### config.mk
export PLATFORM = sky130hd
export DESIGN_NAME = debounce_scan_ctrl
export DESIGN_NICKNAME = d
export VERILOG_FILES = /design/src/rtl/debounce_scan_ctrl.sv
export SDC_FILE = /design/constraint.sdc
export NUM_CORES = 1
export LEC_CHECK = 0
export ABC_AREA = 1
export CORE_ASPECT_RATIO = 1.1
export CORE_UTILIZATION = 55
export DETAILED_ROUTE_END_ITERATION = 6
export PLACE_DENSITY = 0.75
export SYNTH_ARGS = -nofsm -noshare
export SYNTH_HDL_FRONTEND = slang
export SYNTH_SLANG_ARGS = --single-unit
### constraint.sdc
create_clock -name clk -period 4.3 [get_ports clk]
set_input_delay 0.645 -clock clk [delete_from_list [all_inputs] [get_ports clk]]
set_output_delay 0.645 -clock clk [all_outputs]
set_load 0.01 [all_outputs]
### src/rtl/debounce_scan_ctrl.sv
`default_nettype none
// ============================================================================
// Module : debounce_scan_ctrl
// Brief  : N-channel switch debouncer sharing one tick divider, with a
//          round-robin valid/ready edge-event output and sticky overflow flags.
// Rev    : 1.0  initial release
// ============================================================================
module debounce_scan_ctrl #(
    parameter int N_CH     = 4,
    parameter int TICK_DIV = 500000,
    parameter int CH_W     = 2
) (
    input  logic            clk,
    input  logic            rst,
    input  logic [N_CH-1:0] sw,
    output logic [N_CH-1:0] db,
    output logic            evt_valid,
    input  logic            evt_ready,
    output logic [CH_W-1:0] evt_ch,
    output logic            evt_rise,
    output logic [N_CH-1:0] ovf,
    input  logic            ovf_clr
);

    localparam int              CNT_W      = (TICK_DIV > 1) ? $clog2(TICK_DIV) : 1;
    localparam logic [CNT_W-1:0] C_CNT_LAST = CNT_W'(TICK_DIV - 1);
    localparam logic [CH_W-1:0]  C_CH_LAST  = CH_W'(N_CH - 1);

    typedef enum logic [0:0] {
        CTRL_IDLE = 1'b0,
        CTRL_SCAN = 1'b1
    } ctrl_e;

    typedef enum logic [2:0] {
        ST_ZERO = 3'b000,
        ST_W1_1 = 3'b001,
        ST_W1_2 = 3'b010,
        ST_W1_3 = 3'b011,
        ST_W0_3 = 3'b100,
        ST_W0_2 = 3'b101,
        ST_W0_1 = 3'b110,
        ST_ONE  = 3'b111
    } ch_state_e;

    logic [N_CH-1:0]  sw_meta_q;
    logic [N_CH-1:0]  sw_s_q;
    logic [CNT_W-1:0] cnt_q, cnt_d;
    ctrl_e            ctrl_q, ctrl_d;
    logic [CH_W-1:0]  idx_q, idx_d;
    ch_state_e        ch_q [N_CH];
    ch_state_e        ch_d [N_CH];
    logic [N_CH-1:0]  db_q, db_d;
    logic [N_CH-1:0]  pend_q, pend_d;
    logic [N_CH-1:0]  type_q, type_d;
    logic [N_CH-1:0]  ovf_q, ovf_d;
    logic             evt_valid_q, evt_valid_d;
    logic [CH_W-1:0]  evt_ch_q, evt_ch_d;
    logic             evt_rise_q, evt_rise_d;
    logic [CH_W-1:0]  rr_q, rr_d;

    logic             w_tick;
    logic             w_s;
    ch_state_e        w_slot_state;
    ch_state_e        w_slot_next;
    logic             w_slot_edge;
    logic             w_slot_rise;
    logic             w_hs;
    logic [N_CH-1:0]  w_edge_vec;
    logic [N_CH-1:0]  w_take_vec;
    logic             w_hi_any, w_lo_any;
    logic [CH_W-1:0]  w_hi_ch, w_lo_ch;
    logic             w_pick_any;
    logic [CH_W-1:0]  w_pick_ch;

    assign w_tick = (cnt_q == C_CNT_LAST);
    assign w_hs   = evt_valid_q & evt_ready;

    // Tick divider and sweep sequencer
    always_comb begin
        cnt_d  = w_tick ? '0 : cnt_q + CNT_W'(1);
        ctrl_d = ctrl_q;
        idx_d  = idx_q;
        case (ctrl_q)
            CTRL_IDLE: begin
                if (w_tick) begin
                    ctrl_d = CTRL_SCAN;
                    idx_d  = '0;
                end
            end
            CTRL_SCAN: begin
                if (idx_q == C_CH_LAST) begin
                    ctrl_d = CTRL_IDLE;
                end else begin
                    idx_d = idx_q + CH_W'(1);
                end
            end
            default: ctrl_d = CTRL_IDLE;
        endcase
    end

    // Debounce update of the single channel owning the current sweep slot
    always_comb begin
        w_slot_state = ch_q[idx_q];
        w_s          = sw_s_q[idx_q];
        w_slot_next  = w_slot_state;
        w_slot_edge  = 1'b0;
        w_slot_rise  = 1'b0;
        if (ctrl_q == CTRL_SCAN) begin
            case (w_slot_state)
                ST_ZERO: if (w_s) w_slot_next = ST_W1_1;
                ST_W1_1: w_slot_next = w_s ? ST_W1_2 : ST_ZERO;
                ST_W1_2: w_slot_next = w_s ? ST_W1_3 : ST_ZERO;
                ST_W1_3: begin
                    if (w_s) begin
                        w_slot_next = ST_ONE;
                        w_slot_edge = 1'b1;
                        w_slot_rise = 1'b1;
                    end else begin
                        w_slot_next = ST_ZERO;
                    end
                end
                ST_ONE:  if (!w_s) w_slot_next = ST_W0_3;
                ST_W0_3: w_slot_next = w_s ? ST_ONE : ST_W0_2;
                ST_W0_2: w_slot_next = w_s ? ST_ONE : ST_W0_1;
                ST_W0_1: begin
                    if (w_s) begin
                        w_slot_next = ST_ONE;
                    end else begin
                        w_slot_next = ST_ZERO;
                        w_slot_edge = 1'b1;
                    end
                end
                default: w_slot_next = ST_ZERO;
            endcase
        end
        for (int i = 0; i < N_CH; i++) begin
            ch_d[i] = ch_q[i];
        end
        if (ctrl_q == CTRL_SCAN) begin
            ch_d[idx_q] = w_slot_next;
        end
    end

    // Pending slots, overflow flags and debounced levels
    always_comb begin
        for (int i = 0; i < N_CH; i++) begin
            w_edge_vec[i] = w_slot_edge && (idx_q == CH_W'(i));
            w_take_vec[i] = w_hs && (evt_ch_q == CH_W'(i));
        end
        pend_d = (pend_q & ~w_take_vec) | w_edge_vec;
        type_d = (type_q & ~w_edge_vec) | (w_edge_vec & {N_CH{w_slot_rise}});
        db_d   = (db_q & ~w_edge_vec) | (w_edge_vec & {N_CH{w_slot_rise}});
        ovf_d  = (ovf_q & ~{N_CH{ovf_clr}}) | (w_edge_vec & pend_q & ~w_take_vec);
    end

    // Round-robin pick: lowest pending channel at/after rr_q, else lowest overall
    always_comb begin
        w_hi_any = 1'b0;
        w_lo_any = 1'b0;
        w_hi_ch  = '0;
        w_lo_ch  = '0;
        for (int i = N_CH - 1; i >= 0; i--) begin
            if (pend_q[i]) begin
                if (CH_W'(i) >= rr_q) begin
                    w_hi_any = 1'b1;
                    w_hi_ch  = CH_W'(i);
                end
                w_lo_any = 1'b1;
                w_lo_ch  = CH_W'(i);
            end
        end
        w_pick_any = w_lo_any;
        w_pick_ch  = w_hi_any ? w_hi_ch : w_lo_ch;
    end

    // An overwrite of the presented slot replaces its payload; evt_ch never moves
    always_comb begin
        evt_valid_d = evt_valid_q;
        evt_ch_d    = evt_ch_q;
        evt_rise_d  = evt_rise_q;
        rr_d        = rr_q;
        if (evt_valid_q) begin
            if (w_hs) begin
                evt_valid_d = 1'b0;
                rr_d        = (evt_ch_q == C_CH_LAST) ? '0 : evt_ch_q + CH_W'(1);
            end else begin
                evt_rise_d = type_d[evt_ch_q];
            end
        end else if (w_pick_any) begin
            evt_valid_d = 1'b1;
            evt_ch_d    = w_pick_ch;
            evt_rise_d  = type_d[w_pick_ch];
        end
    end

    always_ff @(posedge clk or negedge rst) begin
        if (!rst) begin
            sw_meta_q   <= '0;
            sw_s_q      <= '0;
            cnt_q       <= '0;
            ctrl_q      <= CTRL_IDLE;
            idx_q       <= '0;
            for (int i = 0; i < N_CH; i++) begin
                ch_q[i] <= ST_ZERO;
            end
            db_q        <= '0;
            pend_q      <= '0;
            type_q      <= '0;
            ovf_q       <= '0;
            evt_valid_q <= 1'b0;
            evt_ch_q    <= '0;
            evt_rise_q  <= 1'b0;
            rr_q        <= '0;
        end else begin
            sw_meta_q   <= sw;
            sw_s_q      <= sw_meta_q;
            cnt_q       <= cnt_d;
            ctrl_q      <= ctrl_d;
            idx_q       <= idx_d;
            for (int i = 0; i < N_CH; i++) begin
                ch_q[i] <= ch_d[i];
            end
            db_q        <= db_d;
            pend_q      <= pend_d;
            type_q      <= type_d;
            ovf_q       <= ovf_d;
            evt_valid_q <= evt_valid_d;
            evt_ch_q    <= evt_ch_d;
            evt_rise_q  <= evt_rise_d;
            rr_q        <= rr_d;
        end
    end

    assign db        = db_q;
    assign evt_valid = evt_valid_q;
    assign evt_ch    = evt_ch_q;
    assign evt_rise  = evt_rise_q;
    assign ovf       = ovf_q;

endmodule
`default_nettype wire
==> results of run 1 <==
-- cells in the final DEF, fill, tap and decap left out, types with 2 or more instances in the layout --
cell type,Yosys,final
sky130_fd_sc_hd__nor2_4,3,3
sky130_fd_sc_hd__o21ai_1,2,2
sky130_fd_sc_hd__dfrtp_1,64,64
sky130_fd_sc_hd__nand2_2,8,8
sky130_fd_sc_hd__nand4_1,5,5
sky130_fd_sc_hd__clkinv_2,0,2
sky130_fd_sc_hd__a21oi_1,8,8
sky130_fd_sc_hd__xnor2_1,2,2
sky130_fd_sc_hd__nand2_4,8,8
sky130_fd_sc_hd__clkdlybuf4s50_1,0,18
sky130_fd_sc_hd__nand3_1,30,30
sky130_fd_sc_hd__nand2_1,88,88
sky130_fd_sc_hd__o21ai_0,20,20
sky130_fd_sc_hd__nor4_1,5,5
sky130_fd_sc_hd__inv_2,3,3
sky130_fd_sc_hd__nor2_1,14,14
sky130_fd_sc_hd__nand3_2,7,7
sky130_fd_sc_hd__ha_1,9,9
sky130_fd_sc_hd__a31oi_1,5,5
sky130_fd_sc_hd__clkbuf_8,0,11
sky130_fd_sc_hd__nor2_2,3,3
sky130_fd_sc_hd__o22ai_1,4,4
sky130_fd_sc_hd__inv_1,37,37
sky130_fd_sc_hd__nor3_1,7,7
sky130_fd_sc_hd__bufinv_16,0,2
sky130_fd_sc_hd__xor2_1,8,8
-- cells by family after synthesis --
group | share of synthesized area (%)
xor gates and xnor gates | 2.77
buffers and inverters | 6.18
DFF | 50.7
and+or+nand+nor | 29.1
adders and majority gates | 3.57
AOI/OAI and AO/OA | 7.65
-- stage by stage --
step / power, mW / setup slack [ps] / instance area, sq um / hold slack (ps)
floorplan: 0.917 / 2460 / 3160 / 331
global placement: 1.03 / 2270 / 3410 / 332
detailed placement: 1.04 / 2110 / 3410 / 335
CTS: 1.63 / 2100 / 3640 / 294
global route: 1.70 / 1820 / 3640 / 318
finish: 1.63 / 2060 / 3640 / 277
-- layout make-up --
type | count | area [sq um] | share of cell area, %
Sequential cell | 64 | 1600 | 44.0
Tap cell | 75 | 93.8 | 2.58
Inverter | 41 | 156 | 4.30
Clock inverter | 5 | 78.8 | 2.17
Timing Repair Buffer | 20 | 193 | 5.30
Multi-Input combinational cell | 243 | 1360 | 37.4
Clock buffer | 11 | 151 | 4.16
-- state kept, by name (all words and copies together) (netlist names), named ones only --
register / cells
evt_ch: 2
rr_q: 2
sw_meta_q: 4
ch_q: 12
cnt_q: 19
evt_rise: 1
ctrl_q: 1
ovf: 4
evt_valid: 1
idx_q: 2
sw_s_q: 4
pend_q: 4
type_q: 4
-- worst max-delay path, cell delays in order, from the launching register on --
cell                      delay, ps
sky130_fd_sc_hd__dfrtp_1        590
sky130_fd_sc_hd__inv_4          150
sky130_fd_sc_hd__nand2_1        100
sky130_fd_sc_hd__nand3_1        110
sky130_fd_sc_hd__nand2_1        140
sky130_fd_sc_hd__nand2_1         60
sky130_fd_sc_hd__nor2_1         130
sky130_fd_sc_hd__nand2_2        100
sky130_fd_sc_hd__nand2_4        130
sky130_fd_sc_hd__nand2_4         80
sky130_fd_sc_hd__nand2_2         80
sky130_fd_sc_hd__nand3_1         90
sky130_fd_sc_hd__nand3_1        110
sky130_fd_sc_hd__nand2_1         70
sky130_fd_sc_hd__nand2_1         60
sky130_fd_sc_hd__nand2_1         50
sky130_fd_sc_hd__nand2_1         50
sky130_fd_sc_hd__nand2_1         50
-- final timing paths --
path                                         to  slack (ps)                    from
min in group clk            sw_s_q[3]$_DFF_PN0_         350  sw_meta_q[3]$_DFF_PN0_
max in group asynchronous   cnt_q[14]$_DFF_PN0_        3140                     rst
min reg2reg                 sw_s_q[3]$_DFF_PN0_         350  sw_meta_q[3]$_DFF_PN0_
max                        evt_rise$_DFFE_PN0P_        2060    idx_q[0]$_DFFE_PN0P_
max reg2reg                evt_rise$_DFFE_PN0P_        2060    idx_q[0]$_DFFE_PN0P_
min                         sw_s_q[1]$_DFF_PN0_         280                     rst
-- layer usage --
| metal | vias to the layer above | routed length, um | part of all wire [%] | track usage, % |
|---|---|---|---|---|
| met1 | 1149 | 2790 | 45 | 29.0 |
| met5 | - | 0 | 0 | 0 |
| li1 | 1210 | - | - | - |
| met3 | 15 | 273 | 4.4 | 5.15 |
| met4 | 0 | 137 | 2.2 | 9.25 |
| met2 | 73 | 3040 | 49 | 40.2 |
-- where the power goes --
part | switching, mW | internal (mW) | total, mW
clock | 0.236 | 0.357 | 0.593
combinational | 0.206 | 0.132 | 0.338
sequential | 0.0465 | 0.648 | 0.694
total | 0.489 | 1.14 | 1.63
==> results_tabular.tex, run 1 <==
\begin{tabular}{lr}
\hline
Metric & Value \\
\hline
\multicolumn{2}{l}{\textbf{Timing}} \\
\quad Final total negative setup slack & 0 ps \\
\quad Fmax & 446 MHz \\
\quad Final number of hold-violating endpoints & 0 \\
\quad Final-report max-slew violation count & 0 \\
\quad Slew at the pin closest to its max-slew limit & 731 ps \\
\quad Final Setup Violations & 0 \\
\quad Setup Skew & 6.23 ps \\
\quad Ratio of final minimum period to clock period & 52.1\% \\
\quad Slew margin rel. & 50.6\% \\
\quad Min cycle time layout & 2240 ps \\
\quad Setup repair after global routing missed its margin & false \\
\multicolumn{2}{l}{\textbf{Power and ir drop}} \\
\quad Highest ir drop seen on vdd & 267 uV \\
\quad Power per standard cell area & 447 mW/mm\^{}2 \\
\quad Leak & 1.77 nW \\
\multicolumn{2}{l}{\textbf{Routing}} \\
\quad Total Wirelength & 6250 um \\
\quad Number of iterations in the first detailed-routing pass & 4 \\
\quad Average via count per standard cell & 5.33 \\
\quad Count of routing violations after the opening detailed-route iteration & 147 \\
\quad Average wire per cell in the routed design & 13.6 um \\
\quad Vias & 2447 \\
\quad Remaining antenna violation count & 0 \\
\quad Post-detailed-route DRC marker count & 0 \\
\multicolumn{2}{l}{\textbf{Setup path}} \\
\quad Count of cells along the worst register-to-register path & 17 \\
\quad Critical Path Start Type & flop \\
\quad Critical path data arrival time & 2480 ps \\
\quad Worst Setup Path Type & reg -> reg \\
\quad Peak fanout along the critical path & 13 \\
\quad Data required time at the worst endpoint & 4540 ps \\
\quad Kind of end point of the critical path & flop \\
\multicolumn{2}{l}{\textbf{GRT}} \\
\quad Wire length of the first global-routing pass & 10600 um \\
\quad Vias in the first global route & 2385 \\
\quad Overall global routing resource usage & 23.5\% \\
\quad Overall overflow remaining after global route & 0 \\
\quad Largest net degree at the start of global routing & 41 \\
\quad Initial antenna violation count & 0 \\
\multicolumn{2}{l}{\textbf{Clocking}} \\
\quad Number of clock sinks & 64 \\
\quad Cells resized by post-CTS repair & 0 \\
\quad CTS tree & done \\
\quad Number of H-tree levels & 3 \\
\quad Post-CTS clock slew at the launch and capture registers of the worst setup and hold paths & 70 ps \\
\quad Hold-fix buffers at CTS & 0 \\
\quad Buffer type at the clock tree root & sky130\_fd\_sc\_hd\_\_clkbuf\_8 \\
\quad Setup Fix Bufs, Post-CTS & 0 \\
\quad TritonCTS Buffers & 9 \\
\quad Maximum count of clock buffers along a single path & 2 \\
\quad Source-to-sink clock delay at the later pin of the worst-skew pair & 350 ps \\
\multicolumn{2}{l}{\textbf{Logic synthesis}} \\
\quad Synth area leader & sky130\_fd\_sc\_hd\_\_dfrtp\_1 \\
\quad Most used DFF post-synth & sky130\_fd\_sc\_hd\_\_dfrtp\_1 \\
\quad Avg Inst Size Synth & 8.97 sq um \\
\quad Synth Register Bits & 64 \\
\quad Netlist area before placement & 0.00316 sq mm \\
\quad Synthesis Warnings & 0 \\
\quad Post-synth EDFFs & 0 \\
\quad Leading cell types by count after synthesis & sky130\_fd\_sc\_hd\_\_nand2\_1, sky130\_fd\_sc\_hd\_\_dfrtp\_1, sky130\_fd\_sc\_hd\_\_inv\_1 \\
\quad Top cells by area, synth & sky130\_fd\_sc\_hd\_\_dfrtp\_1, sky130\_fd\_sc\_hd\_\_nand2\_1, sky130\_fd\_sc\_hd\_\_nand3\_1, sky130\_fd\_sc\_hd\_\_inv\_1, sky130\_fd\_sc\_hd\_\_ha\_1 \\
\quad Most common cell in the netlist & sky130\_fd\_sc\_hd\_\_nand2\_1 \\
\quad Fraction of the yosys area taken by sequential cells & 50.7\% \\
\quad Post-synthesis async set-or-reset flop share & 100\% \\
\quad Cell count after synthesis & 352 \\
\quad Post-synth net total & 369 \\
\quad Area share of the largest cell type after synthesis & 50.7\% \\
\quad Distinct cell type count of the synthesized netlist & 33 \\
\multicolumn{2}{l}{\textbf{Finish}} \\
\quad Filler-free cell count of the finished design & 459 \\
\quad Number of antenna cells inserted & 0 \\
\quad Growth of design area from synthesis to finish & 15.1\% \\
\quad Net total in the final layout & 396 \\
\quad Fraction of the core area covered by cells at the end of the flow & 66.5\% \\
\quad Proportion of layout cells with a drive suffix above 1 & 13.5\% \\
\quad Layout filler cell count & 474 \\
\multicolumn{2}{l}{\textbf{Hold path}} \\
\quad Tightest Hold Check Type & in -> async \\
\multicolumn{2}{l}{\textbf{Die}} \\
\quad X dimension of the die & 74.3 um \\
\quad Total die area & 0.00605 sq mm \\
\quad Number of placement rows & 28 \\
\quad Die Span Y & 81.5 um \\
\quad Starting density of the core & 57.8\% \\
\quad I/O pins & 20 \\
\quad Placeable core region & 0.00547 sq mm \\
\multicolumn{2}{l}{\textbf{Run}} \\
\quad Reported max-cap violation count & 0 \\
\multicolumn{2}{l}{\textbf{Outcome}} \\
\quad Outcome & finished, final reports clean \\
\multicolumn{2}{l}{\textbf{Place}} \\
\quad IO buf count & 19 \\
\quad DP Cell Count & 443 \\
\quad Placer's final routability congestion estimate & 0.928 \\
\quad HPWL Detailed & 4530 um \\
\hline
\end{tabular}
Note: power is estimated with default switching activity, not from simulation.
==> inputs of run 2 (changes only) <==
--- a/config.mk
+++ b/config.mk
@@ -7,7 +7,7 @@
 export LEC_CHECK = 0
 export ABC_AREA = 1
 export CORE_ASPECT_RATIO = 1.1
-export CORE_UTILIZATION = 55
+export CORE_UTILIZATION = 53
 export DETAILED_ROUTE_END_ITERATION = 6
 export PLACE_DENSITY = 0.75
 export SYNTH_ARGS = -nofsm -noshare
==> constraint.sdc (replaced) <==
create_clock -name clk -period 1.8 [get_ports clk]
set_input_delay 0.27 -clock clk [delete_from_list [all_inputs] [get_ports clk]]
set_output_delay 0.27 -clock clk [all_outputs]
set_load 0.01 [all_outputs]
==> run 2 against run 1 <==
The run now ends with setup timing left. Utilization up 7.7 points. Final cell count up 13%. Cell area up 18%. Combinational power rose to 2.7 times the previous value. Power rose to 2.5 times the previous value. Critical endpoint unchanged. Largest power group unchanged.
==> results_tabular.tex, run 2 (synthesized netlist as in run 1, its figures left out) <==
\begin{tabular}{lr}
\hline
Metric & Value \\
\hline
\multicolumn{2}{l}{\textbf{Outcome}} \\
\quad Outcome & finished, violations left \\
\quad Failing checks & setup timing \\
\multicolumn{2}{l}{\textbf{Routing}} \\
\quad Remaining antenna violation count & 0 \\
\quad Vias & 2667 \\
\quad Average wire per cell in the routed design & 13.6 um \\
\quad Number of iterations in the first detailed-routing pass & 4 \\
\quad Count of routing violations after the opening detailed-route iteration & 174 \\
\quad Total Wirelength & 7050 um \\
\quad Average via count per standard cell & 5.15 \\
\quad Post-detailed-route DRC marker count & 0 \\
\multicolumn{2}{l}{\textbf{Clocking}} \\
\quad TritonCTS Buffers & 9 \\
\quad Post-CTS clock slew at the launch and capture registers of the worst setup and hold paths & 70 ps \\
\quad CTS tree & done \\
\quad Maximum count of clock buffers along a single path & 2 \\
\quad Source-to-sink clock delay at the later pin of the worst-skew pair & 340 ps \\
\quad Number of H-tree levels & 3 \\
\quad Buffer type at the clock tree root & sky130\_fd\_sc\_hd\_\_clkbuf\_8 \\
\quad Number of clock sinks & 64 \\
\multicolumn{2}{l}{\textbf{Finish}} \\
\quad Fraction of the core area covered by cells at the end of the flow & 74.2\% \\
\quad Flip-flop and latch area & 0.00160 sq mm \\
\quad Proportion of layout cells with a drive suffix above 1 & 31.7\% \\
\quad Number of antenna cells inserted & 0 \\
\quad Multi-input gate area in the final layout & 0.00153 sq mm \\
\quad Final design instance area without fill & 0.00428 sq mm \\
\quad Leading cell types in the layout, fill and taps excluded & sky130\_fd\_sc\_hd\_\_nand2\_1, sky130\_fd\_sc\_hd\_\_dfrtp\_1, sky130\_fd\_sc\_hd\_\_buf\_4, sky130\_fd\_sc\_hd\_\_inv\_1 \\
\quad Most common cell after layout, fill and taps aside & sky130\_fd\_sc\_hd\_\_nand2\_1 \\
\quad Flip-flop count of the largest register after layout & 19 \\
\quad Net total in the final layout & 453 \\
\quad Layout filler cell count & 379 \\
\quad Register with the highest flop count & cnt\_q \\
\quad Registers with the most flip-flops & cnt\_q x19, ch\_q x12 \\
\quad Growth of design area from synthesis to finish & 35.6\% \\
\multicolumn{2}{l}{\textbf{Power and ir drop}} \\
\quad Leak & 2.10 nW \\
\quad Power per standard cell area & 958 mW/mm\^{}2 \\
\quad Total design power & 4.10 mW \\
\quad Highest ir drop seen on vdd & 685 uV \\
\multicolumn{2}{l}{\textbf{Die}} \\
\quad I/O pins & 20 \\
\quad Starting density of the core & 54.7\% \\
\quad Total die area & 0.00627 sq mm \\
\quad Placeable core region & 0.00577 sq mm \\
\quad Number of placement rows & 29 \\
\quad X dimension of the die & 75.6 um \\
\quad Die Span Y & 83.0 um \\
\multicolumn{2}{l}{\textbf{Setup path}} \\
\quad Depth of the critical timing path with buffers and inverters included & 17 \\
\quad Data required time at the worst endpoint & 2030 ps \\
\quad Kind of end point of the critical path & flop \\
\quad Setup slack on the worst flop-to-flop path & -90 ps \\
\quad Cell mode on critical path & sky130\_fd\_sc\_hd\_\_nand2\_1 \\
\quad Kind of cell with the highest combined delay on the critical path & simple AND/OR/NAND/NOR gates \\
\quad Startpoint of the most critical register-to-register path & idx\_q[0]\$\_DFFE\_PN0P\_ \\
\quad Critical Path Start Type & flop \\
\quad Worst Setup Path Type & reg -> reg \\
\quad Worst Setup SP & idx\_q[0]\$\_DFFE\_PN0P\_ \\
\quad Delay contributed by the slowest stage of the critical path & 470 ps \\
\quad Critical path data arrival time & 2120 ps \\
\quad Standard cell with the maximum stage delay on the critical path & sky130\_fd\_sc\_hd\_\_dfrtp\_2 \\
\quad Endpoint of the most critical setup path & evt\_rise\$\_DFFE\_PN0P\_ \\
\quad Endpoint of the worst-slack reg-to-reg timing path & evt\_rise\$\_DFFE\_PN0P\_ \\
\quad CP bufs+invs & 1 \\
\quad Count of cells along the worst register-to-register path & 17 \\
\quad Peak fanout along the critical path & 6 \\
\quad Cell chain of the critical path & inv\_4, nand2\_2, nand3\_2, nand2\_2, nand2\_2, nor2\_2, nand2\_2, nand2\_4, nand2\_4, nand2\_4, nand3\_1, nand3\_1, nand2\_1, nand2\_1, nand2\_1, nand2\_1, nand2\_1 \\
\multicolumn{2}{l}{\textbf{Timing}} \\
\quad Slew margin rel. & 70.9\% \\
\quad PnR worst setup slack & -93.4 ps \\
\quad Final number of hold-violating endpoints & 0 \\
\quad Fmax & 528 MHz \\
\quad Ratio of final minimum period to clock period & 105\% \\
\quad Setup repair after global routing missed its margin & true \\
\quad Min cycle time layout & 1890 ps \\
\quad Final-report max-slew violation count & 0 \\
\quad Final Setup Violations & 2 \\
\quad Smallest hold slack & 355 ps \\
\quad Slew at the pin closest to its max-slew limit & 432 ps \\
\quad Setup Skew & 9.50 ps \\
\multicolumn{2}{l}{\textbf{Place}} \\
\quad Placed Area & 0.00380 sq mm \\
\quad Placer's final routability congestion estimate & 0.883 \\
\quad HPWL Detailed & 4870 um \\
\quad Setup slack at placement & -103 ps \\
\quad IO buf count & 19 \\
\multicolumn{2}{l}{\textbf{Run}} \\
\quad Reported max-cap violation count & 0 \\
\multicolumn{2}{l}{\textbf{Hold path}} \\
\quad Tightest Hold Check Type & reg -> reg \\
\multicolumn{2}{l}{\textbf{GRT}} \\
\quad Vias in the first global route & 2692 \\
\quad Initial antenna violation count & 0 \\
\quad Largest net degree at the start of global routing & 65 \\
\quad Wire length of the first global-routing pass & 11700 um \\
\quad Overall global routing resource usage & 24.6\% \\
\quad Overall overflow remaining after global route & 0 \\
\hline
\end{tabular}
==> run 2: cell count changes in the layout (fill, tap and decap cells not counted), moves of 4 or more <==
cell,previous run,this run
sky130_fd_sc_hd__buf_4,1,52
sky130_fd_sc_hd__nand3_2,7,17
sky130_fd_sc_hd__nand2_2,8,14
sky130_fd_sc_hd__nor3_2,0,4
sky130_fd_sc_hd__nand2_1,88,79
sky130_fd_sc_hd__nor3_1,7,3
sky130_fd_sc_hd__nand3_1,30,19
==> run 2: power by group <==
part / total (mW) / switching [mW] / internal (mW)
clock network: 1.53 / 0.541 / 0.993
logic: 0.898 / 0.520 / 0.378
registers: 1.67 / 0.121 / 1.55
total: 4.10 / 1.18 / 2.92
==> run 2: cell type report <==
type,instances,area share (%)
Inverter,41,3.65
Timing Repair Buffer,76,14.9
Clock buffer,11,3.54
Sequential cell,64,37.4
Multi-Input combinational cell,243,35.6
Timing Repair inverter,1,0.175
Clock inverter,5,2.40
Tap cell,77,2.25
==> run 2: per-layer routing <==
metal	up-vias	track usage [%]	share of wire (%)
met5	-	0	0
met4	0	10.6	1.2
met3	8	4.13	3.0
met2	48	40.7	52
met1	1287	31.1	44
li1	1324	-	-
==> run 2: worst min-delay path by stage <==
stage	startpoint	endpoint	slack [ps]	cells past startpoint
2_1_floorplan	rst	async pin	-30	0
3_3_place_gp	rst	rr_q[1]$_DFFE_PN0P_	300	2
3_5_place_dp	rst	rr_q[1]$_DFFE_PN0P_	300	2
4_1_cts	sw[2]	sw_meta_q[2]$_DFF_PN0_	350	1
5_1_grt	sw[1]	sw_meta_q[1]$_DFF_PN0_	360	1
6_report	sw_meta_q[3]$_DFF_PN0_	sw_s_q[3]$_DFF_PN0_	350	0
==> run 2: timing repair <==
item                                    CTS  global route
endpoints found under the setup margin    3            14
cloned                                    1             0
hold buffers                              1             0
endpoints found under the hold margin    64             0
pin swaps                                 8            10
resized for setup                        12            24
setup buffers                             5             4
==> run 2: through the flow <==
stage | TNS, ps | instances
finish | -173 | 518
global route | -952 | 518
CTS | -153 | 514
detailed placement | -188 | 491
global placement | -73.7 | 491
floorplan | -29.5 | 352
==> run 2: worst register-to-register path, stage by stage (launching register included) <==
cell                      delay [ps]
sky130_fd_sc_hd__dfrtp_2         470
sky130_fd_sc_hd__inv_4            90
sky130_fd_sc_hd__nand2_2          80
sky130_fd_sc_hd__nand3_2          70
sky130_fd_sc_hd__nand2_2         110
sky130_fd_sc_hd__nand2_2          60
sky130_fd_sc_hd__nor2_2          120
sky130_fd_sc_hd__nand2_2          90
sky130_fd_sc_hd__nand2_4         140
sky130_fd_sc_hd__nand2_4          70
sky130_fd_sc_hd__nand2_4          70
sky130_fd_sc_hd__nand3_1          80
sky130_fd_sc_hd__nand3_1          90
sky130_fd_sc_hd__nand2_1          60
sky130_fd_sc_hd__nand2_1          50
sky130_fd_sc_hd__nand2_1          50
sky130_fd_sc_hd__nand2_1          50
sky130_fd_sc_hd__nand2_1          50
==> inputs of run 3 (changes only) <==
--- a/config.mk
+++ b/config.mk
@@ -7,7 +7,7 @@
 export LEC_CHECK = 0
 export ABC_AREA = 1
 export CORE_ASPECT_RATIO = 1.1
-export CORE_UTILIZATION = 53
+export CORE_UTILIZATION = 55
 export DETAILED_ROUTE_END_ITERATION = 6
 export PLACE_DENSITY = 0.75
 export SYNTH_ARGS = -nofsm -noshare
==> constraint.sdc (replaced) <==
create_clock -name clk -period 2.3 [get_ports clk]
set_input_delay 0.345 -clock clk [delete_from_list [all_inputs] [get_ports clk]]
set_output_delay 0.345 -clock clk [all_outputs]
set_load 0.01 [all_outputs]
==> run 3 against run 2 <==
Worst hold slack got worse by 350 ps. Clock power decreased by 35%. Critical path type unchanged. Non-clock buffer count shrank 54. Final cell count fell by 11%. Register-to-register slack better by 340 ps. Die area is 3.5% lower. Largest cell class unchanged. Sequential share of layout area rose by 6.6 points. The run ends with hold timing left. Global-route usage shrank 1.6 points.
==> results_tabular.tex, run 3 (synthesized netlist as in run 1, its figures left out) <==
\begin{tabular}{lr}
\hline
Metric & Value \\
\hline
\multicolumn{2}{l}{\textbf{Power and ir drop}} \\
\quad Combinational group share of total power & 22.4\% \\
\quad Clk pwr share & 33.6\% \\
\quad Highest ir drop seen on vdd & 570 uV \\
\quad Leak & 1.76 nW \\
\quad Power per standard cell area & 811 mW/mm\^{}2 \\
\quad P\_sw & 0.920 mW \\
\quad Cell Int Power & 2.04 mW \\
\quad Net switching share of the total power & 31.1\% \\
\quad Reg power frac & 44.0\% \\
\multicolumn{2}{l}{\textbf{Clocking}} \\
\quad Number of H-tree levels & 3 \\
\quad CTS tree & done \\
\quad Hold-fix buffers at CTS & 0 \\
\quad Source-to-sink clock delay at the later pin of the worst-skew pair & 340 ps \\
\quad Post-CTS clock slew at the launch and capture registers of the worst setup and hold paths & 70 ps \\
\quad TritonCTS Buffers & 9 \\
\quad Setup Fix Bufs, Post-CTS & 0 \\
\quad Maximum count of clock buffers along a single path & 2 \\
\quad Buffer type at the clock tree root & sky130\_fd\_sc\_hd\_\_clkbuf\_8 \\
\quad Number of clock sinks & 64 \\
\multicolumn{2}{l}{\textbf{Finish}} \\
\quad Flip-flop count of the largest register after layout & 19 \\
\quad Leading cell types in the layout, fill and taps excluded & sky130\_fd\_sc\_hd\_\_nand2\_1, sky130\_fd\_sc\_hd\_\_dfrtp\_1, sky130\_fd\_sc\_hd\_\_inv\_1, sky130\_fd\_sc\_hd\_\_nand3\_1, sky130\_fd\_sc\_hd\_\_o21ai\_0 \\
\quad Registers with the most flip-flops & cnt\_q x19, ch\_q x12 \\
\quad Register with the highest flop count & cnt\_q \\
\quad Layout filler cell count & 446 \\
\quad Most common cell after layout, fill and taps aside & sky130\_fd\_sc\_hd\_\_nand2\_1 \\
\quad Net total in the final layout & 398 \\
\quad Number of antenna cells inserted & 0 \\
\quad Proportion of layout cells with a drive suffix above 1 & 14.0\% \\
\quad Growth of design area from synthesis to finish & 15.3\% \\
\multicolumn{2}{l}{\textbf{Setup path}} \\
\quad Kind of cell with the highest combined delay on the critical path & simple AND/OR/NAND/NOR gates \\
\quad CP bufs+invs & 1 \\
\quad Kind of end point of the critical path & flop \\
\quad Count of cells along the worst register-to-register path & 16 \\
\quad Standard cell with the maximum stage delay on the critical path & sky130\_fd\_sc\_hd\_\_dfrtp\_2 \\
\quad Setup slack on the worst flop-to-flop path & 250 ps \\
\quad Cell mode on critical path & sky130\_fd\_sc\_hd\_\_nand2\_1 \\
\quad Data required time at the worst endpoint & 2530 ps \\
\quad Critical Path Start Type & flop \\
\quad Startpoint of the most critical register-to-register path & idx\_q[0]\$\_DFFE\_PN0P\_ \\
\quad Delay contributed by the slowest stage of the critical path & 500 ps \\
\quad Cell chain of the critical path & inv\_4, nand2\_1, nand3\_1, nand2\_1, nor2\_1, nand3\_2, nand2\_4, nand2\_4, nand2\_2, nand3\_1, nand3\_1, nand2\_1, nand2\_1, nand2\_1, nand2\_1, nand2\_1 \\
\quad Critical path data arrival time & 2290 ps \\
\quad Depth of the critical timing path with buffers and inverters included & 16 \\
\quad Worst Setup Path Type & reg -> reg \\
\quad Endpoint of the worst-slack reg-to-reg timing path & evt\_rise\$\_DFFE\_PN0P\_ \\
\quad Peak fanout along the critical path & 13 \\
\multicolumn{2}{l}{\textbf{Timing}} \\
\quad Final-report max-slew violation count & 0 \\
\quad Setup repair after global routing missed its margin & false \\
\quad Final Setup Violations & 0 \\
\quad Final number of hold-violating endpoints & 1 \\
\quad Min cycle time layout & 2050 ps \\
\quad Slew margin rel. & 67.4\% \\
\quad Ratio of final minimum period to clock period & 89.2\% \\
\quad Fmax & 487 MHz \\
\quad Slew at the pin closest to its max-slew limit & 488 ps \\
\quad Smallest hold slack & -0.0310 ps \\
\quad Setup Skew & 8.76 ps \\
\quad PnR worst setup slack & 248 ps \\
\quad Final total negative setup slack & 0 ps \\
\multicolumn{2}{l}{\textbf{Routing}} \\
\quad Number of iterations in the first detailed-routing pass & 4 \\
\quad Post-detailed-route DRC marker count & 0 \\
\quad Remaining antenna violation count & 0 \\
\quad Average via count per standard cell & 5.28 \\
\quad Average wire per cell in the routed design & 13.1 um \\
\quad Vias & 2435 \\
\quad Count of routing violations after the opening detailed-route iteration & 218 \\
\quad Total Wirelength & 6060 um \\
\multicolumn{2}{l}{\textbf{Die}} \\
\quad Number of placement rows & 28 \\
\quad Placeable core region & 0.00547 sq mm \\
\quad Starting density of the core & 57.8\% \\
\quad I/O pins & 20 \\
\quad Total die area & 0.00605 sq mm \\
\quad Die Span Y & 81.5 um \\
\quad X dimension of the die & 74.3 um \\
\multicolumn{2}{l}{\textbf{Place}} \\
\quad IO buf count & 19 \\
\quad Setup slack at placement & 191 ps \\
\quad Placer's final routability congestion estimate & 0.930 \\
\quad HPWL Detailed & 4380 um \\
\multicolumn{2}{l}{\textbf{Outcome}} \\
\quad Failing checks & hold timing \\
\quad Outcome & finished, violations left \\
\multicolumn{2}{l}{\textbf{GRT}} \\
\quad Overall overflow remaining after global route & 0 \\
\quad Vias in the first global route & 2355 \\
\quad Overall global routing resource usage & 23.0\% \\
\quad Largest net degree at the start of global routing & 65 \\
\quad Initial antenna violation count & 0 \\
\quad Wire length of the first global-routing pass & 10400 um \\
\multicolumn{2}{l}{\textbf{Run}} \\
\quad Reported max-cap violation count & 0 \\
\multicolumn{2}{l}{\textbf{Hold path}} \\
\quad Tightest Hold Check Type & in -> async \\
\hline
\end{tabular}
==> run 3: cell types whose count changed in the layout (fill, tap and decap cells not counted), sizes merged <==
cell         before  now
buf              57    4
bufinv            3    1
clkbuf           11   12
clkinv            1    0
clkinvlp          2    3
dlygate4sd3       1    0
==> run 3: power groups by stage <==
stage	sequential [mW]	clock (mW)	combinational, mW
after CTS	1.30	1.00	0.646
after detailed placement	1.32	0	0.638
final	1.30	0.993	0.661
after global routing	1.31	1.06	0.751
after floorplan	1.31	0	0.403
after global placement	1.32	0	0.625
==> run 3: cell type report <==
type	instances	area [sq um]	area share [%]
clock inverter	4	52.6	1.44
clock buffer	12	155	4.26
tap	75	93.8	2.58
inverter	41	156	4.29
sequential	64	1600	44.0
multi-input combinational	243	1360	37.4
timing repair buffer	22	220	6.05
==> run 3: metrics by stage <==
step | utilization, % | total power, mW | hold slack, ps | instance area [sq um] | std cells
after CTS | 66.6 | 2.95 | 7.56 | 3640 | 461
final | 66.6 | 2.96 | -0.0310 | 3640 | 461
after floorplan | - | 1.71 | 49.4 | 3160 | 352
after global routing | 66.6 | 3.12 | 31.7 | 3640 | 461
after detailed placement | 62.8 | 1.96 | 336 | 3430 | 445
after global placement | 62.8 | 1.94 | 332 | 3430 | 445
==> run 3: how the worst max path moves through the flow <==
stage,from,end,slack (ps)
3_3_place_gp,idx_q[0]$_DFFE_PN0P_,evt_rise$_DFFE_PN0P_,290
5_1_grt,idx_q[0]$_DFFE_PN0P_,evt_rise$_DFFE_PN0P_,40
4_1_cts,idx_q[0]$_DFFE_PN0P_,evt_rise$_DFFE_PN0P_,170
2_1_floorplan,idx_q[0]$_DFFE_PN0P_,evt_rise$_DFFE_PN0P_,460
3_5_place_dp,idx_q[0]$_DFFE_PN0P_,evt_rise$_DFFE_PN0P_,190
6_report,idx_q[0]$_DFFE_PN0P_,evt_rise$_DFFE_PN0P_,250
==> run 3: routing by layer <==
metal | track usage, % | vias to the layer above | part of all wire (%)
met5 | 0 | - | 0
met4 | 11.1 | 0 | 1.5
met3 | 4.91 | 10 | 4.2
met2 | 37.8 | 53 | 48
met1 | 28.9 | 1161 | 46
li1 | - | 1211 | -
==> run 3: timing repair <==
action / CTS / global route
endpoints found under the hold margin: 0 / 0
endpoints found under the setup margin: 0 / 1
gates resized for setup: 0 / 1
